===== config.mk =====
export PLATFORM = sky130hd
export DESIGN_NAME = alu_bist
export DESIGN_NICKNAME = d
export VERILOG_FILES = /design/src/rtl/alu_bist.sv
export SDC_FILE = /design/constraint.sdc
export NUM_CORES = 1
export LEC_CHECK = 0
export CORE_MARGIN = 4
export CORE_UTILIZATION = 42
export DETAILED_ROUTE_END_ITERATION = 7
export HOLD_SLACK_MARGIN = 0.05
export PLACE_DENSITY = 0.75
export SLEW_MARGIN = 20
export SYNTH_ARGS = -nofsm -noshare
export SYNTH_HDL_FRONTEND = slang
export SYNTH_SLANG_ARGS = --single-unit

===== constraint.sdc =====
create_clock -name clk -period 1.6 [get_ports clk]
set_input_delay 0.24 -clock clk [delete_from_list [all_inputs] [get_ports clk]]
set_output_delay 0.24 -clock clk [all_outputs]
set_load 0.01 [all_outputs]

===== src/rtl/alu_bist.sv =====
// Built-in self test sequencer for a combinational ALU: drives LFSR operand
// vectors across every opcode and compresses the ALU results into a MISR signature.
module alu_bist #(
  parameter int               WIDTH   = 16,
  parameter int               N_OPS   = 7,
  parameter int               VECTORS = 16,
  parameter logic [WIDTH-1:0] SEED_A  = 16'hACE1,
  parameter logic [WIDTH-1:0] SEED_B  = 16'h1D2C
) (
  input  logic             clk,
  input  logic             reset,
  input  logic             start,
  output logic [WIDTH-1:0] alu_a,
  output logic [WIDTH-1:0] alu_b,
  output logic [2:0]       alu_op,
  input  logic [WIDTH-1:0] alu_res,
  output logic             busy,
  output logic             done,
  output logic [WIDTH-1:0] signature
);

  localparam int            CW       = (VECTORS > 1) ? $clog2(VECTORS) : 1;
  localparam logic [CW-1:0] LAST_VEC = CW'(VECTORS - 1);
  localparam logic [2:0]    LAST_OP  = 3'(N_OPS - 1);

  typedef enum logic [1:0] {IDLE, RUN, DONE} state_t;

  state_t           state, state_next;
  logic [CW-1:0]    vec_cnt, vec_cnt_next;
  logic [WIDTH-1:0] a_next, b_next, sig_next;
  logic [2:0]       op_next;

  // Shared by the operand LFSRs and the MISR; taps 16,14,13,11
  function automatic logic [WIDTH-1:0] lfsr_step(input logic [WIDTH-1:0] x);
    return {x[WIDTH-2:0], x[WIDTH-1] ^ x[WIDTH-3] ^ x[WIDTH-4] ^ x[WIDTH-6]};
  endfunction

  always_ff @(posedge clk or posedge reset) begin
    if (reset) state <= IDLE;
    else       state <= state_next;
  end

  always_comb begin
    state_next   = state;
    a_next       = alu_a;
    b_next       = alu_b;
    op_next      = alu_op;
    sig_next     = signature;
    vec_cnt_next = vec_cnt;
    case (state)
      IDLE, DONE: begin
        if (start) begin
          state_next   = RUN;
          a_next       = SEED_A;
          b_next       = SEED_B;
          op_next      = '0;
          sig_next     = '0;
          vec_cnt_next = '0;
        end
      end
      RUN: begin
        sig_next = lfsr_step(signature) ^ alu_res;
        if (vec_cnt == LAST_VEC) begin
          vec_cnt_next = '0;
          // Last opcode finished: operands and opcode hold for inspection
          if (alu_op == LAST_OP) begin
            state_next = DONE;
          end else begin
            op_next = alu_op + 3'd1;
            a_next  = SEED_A;
            b_next  = SEED_B;
          end
        end else begin
          vec_cnt_next = vec_cnt + CW'(1);
          a_next       = lfsr_step(alu_a);
          b_next       = lfsr_step(alu_b);
        end
      end
      default: state_next = IDLE;
    endcase
  end

  always_ff @(posedge clk or posedge reset) begin
    if (reset) begin
      alu_a     <= '0;
      alu_b     <= '0;
      alu_op    <= '0;
      signature <= '0;
      vec_cnt   <= '0;
    end else begin
      alu_a     <= a_next;
      alu_b     <= b_next;
      alu_op    <= op_next;
      signature <= sig_next;
      vec_cnt   <= vec_cnt_next;
    end
  end

  assign busy = (state == RUN);
  assign done = (state == DONE);

endmodule

==> results <==
[layout make-up]
cell class / instances / area, sq um
clock buffers: 13 / 149
clock inverters: 3 / 40.0
fillers: 424 / 1950
inverters: 5 / 32.5
multi-input cells: 125 / 900
flip-flops and latches: 57 / 1430
well taps: 72 / 90.1
repair buffers: 93 / 922
[worst paths after layout]
| kind | start | cells past startpoint | endpoint |
|---|---|---|---|
| worst max register to register | vec_cnt[0]$_DFFE_PP0P_ | 6 | alu_b[4]$_DFFE_PP0P_ |
| worst min-delay path | reset | 3 | alu_a[8]$_DFFE_PP0P_ |
| min in group clk | vec_cnt[3]$_DFFE_PP0P_ | 1 | vec_cnt[3]$_DFFE_PP0P_ |
| max in group asynchronous | reset | 3 | alu_op[2]$_DFFE_PP0P_ |
| worst min register to register | vec_cnt[3]$_DFFE_PP0P_ | 1 | vec_cnt[3]$_DFFE_PP0P_ |
| worst max-delay path | signature[13]$_DFFE_PP0P_ | 1 | signature[13] |
[worst min-delay path, cell delays in order]
cell and delay [ns]:
clkdlybuf4s50_1 0.44, clkinvlp_4 0.09, buf_12 0.27
[layer usage]
layer / global-route usage / up-vias
met2: 0.249 / 72
met3: 0.0731 / 6
met1: 0.213 / 930
met5: 0 / -
li1: - / 885
met4: 0.0673 / 0
[cell families (layout without fill, tap and decap cells)]
logic type                 Yosys count  after routing  share of synthesized area
AOI/OAI and AO/OA                   67             67                      0.199
xor gates and xnor gates            25             25                     0.0913
adders and majority gates            3              3                     0.0157
buffers and inverters               15            114                     0.0350
DFF                                 57             57                      0.595
and+or+nand+nor                     30             30                     0.0637
[placed cells by master, fill, tap and decap left out, types with 2 or more instances in the layout]
cell and n:
a21oi_1 3, a22o_1 18, buf_12 3, buf_4 18
clkbuf_1 3, clkbuf_8 10, clkdlybuf4s50_1 66, clkinv_2 2
dfrtp_1 56, dlygate4sd2_1 2, dlymetal6s2s_1 3, ha_1 3
inv_1 2, nand2_1 19, nand2b_4 2, nand3_1 2
nor2_1 3, o21ai_0 27, o22a_1 14, xnor2_1 21
xor2_1 4
[registers in the layout (all words and copies together), names as in the netlist]
name       count
state          2
alu_op         3
vec_cnt        4
alu_a         16
signature     16
alu_b         16
[stage by stage]
stage,TNS (ns),total power [W],cell area (sq um)
finish,0,0.00756,3560
global route,-0.0118,0.00808,3560
CTS,0,0.00758,3510
detailed placement,-2.34,0.00623,3300
global placement,-0.373,0.00616,3300
floorplan,0,0.00442,2410
[power breakdown]
part | switching (W) | total (W) | internal (W)
Combinational | 0.00131 | 0.00346 | 0.00215
Clock | 0.000518 | 0.00128 | 0.000758
Sequential | 0.000663 | 0.00282 | 0.00216
Total | 0.00249 | 0.00756 | 0.00506
[repair_timing]
item / CTS / global route
resized for setup: 4 / 6
endpoints found under the setup margin: 3 / 38
buffers inserted: 2 / 5
endpoints found under the hold margin: 0 / 0
==> impl_metrics.toml <==
[worst_setup_path]
critPathMaxFanout = 4
cp.required_ns = 1.36
cp_slowest_stage_delay_ns = 0.57
r2r_setup_slack_ns = 0.11
crit_arrival_ns = 1.30
endpoint_kind = "output port"
critPathKind = "flop to output port"
startpoint_type = "flop"
crit_family = "buffers and inverters"
crit_slowest_cell = "clkdlybuf4s50_1"
crit_buf_inv = 1
crit_chain = "clkdlybuf4s50_1"

[routing]
wl_met1_microns = 2600
routed_wl_microns = 5540
dr_wl_met2_microns = 2510
drc = 0
first_iter_violations = 90
dr_wl_met3_microns = 375
detail_route.vias_per_cell = 5.14
vias = 1893
dr.pass1.iters = 4
top_layer_used = "met4"
ant_nets = 0
drt-wirelength-per-cell_microns = 15.1

[sta]
fmaxAchievable_mhz = 649
finalMaxSlewViolations = 0
maxSlewHeadroom = 0.748
min_period_over_period = 0.964
worst_slew_pin_slew_ns = 0.376
finalSetupViolCount = 0
finClkSkew_ns = 0.00572
worst_hold_slack_ns = 0.338
hold_viol = 0
fin_crit_ns = 1.54
setup_ws_ns = 0.0580

[synth]
synth-edff-count = 0
syn_area_sq_um = 2400
syn-num-nets = 219
ys_top_cells_by_count = "dfrtp_1 (57), o21ai_0 (27), xnor2_1 (21), nand2_1 (19), a22o_1 (18)"
async_flop_share = 1.00
yosysTopAreaCell = "dfrtp_1"
ys_seq_elements = 57
synthCells = 197
avgSynthCellArea_sq_um = 12.2
yosys.cell_types.count = 28
ys_warn_count = 0
seq_area_frac_synth = 0.595
yosysTopAreaCellShare = 0.595
yosysMostFrequentCell = "dfrtp_1"
ys_top_cells_by_area = "dfrtp_1 (59%), xnor2_1 (7.7%), a22o_1 (6.6%)"
synthFlopType = "dfrtp_1"

[finish]
post-route-util = 0.647
stdcell_count = 368
nets = 313
num_antenna_cells = 0
syn2layout_area_growth_pct = 48.5
drive_above_1_share = 0.149

[clocking]
cts_tree = "built"
h-tree-depth = 3
clock_sinks = 57
hold_buffers = 0
insertion_delay_ns = 0.32
clockBufferDepth = 2
cts-buffers-inserted = 9
cts-root-buf = "clkbuf_8"
cts.clk_slew.worst_paths_ns = 0.06

[grt]
grt_pass1_vias = 1922
grt_pass1_wl_microns = 9160
grt.overflow.total = 0
antenna_found_initial = 0
grt_util_all_layers = 0.167
grt_max_degree = 58

[placed_design]
numPortBuffers = 71
place_congestion = 0.760
dpl.cell_count = 345
dp_hpwl_microns = 3780
place_ws_ns = -0.0915

[power]
power_density_nw_per_um2 = 2120
p_leak_nw = 1.51
ir_worst_vdd_v = 0.00118

[floorplan]
initial_core_util = 0.435
ios = 72
die_h_microns = 83.6
die_x_microns = 83.6
dieArea_sq_um = 6980
core_sq_um = 5510
num_rows = 27

[flow_run]
maxCapViolCount = 0

[status]
status = "completed"

[hold_path]
hold_class = "input pin to async pin"
(Power assumes the default switching activity.)
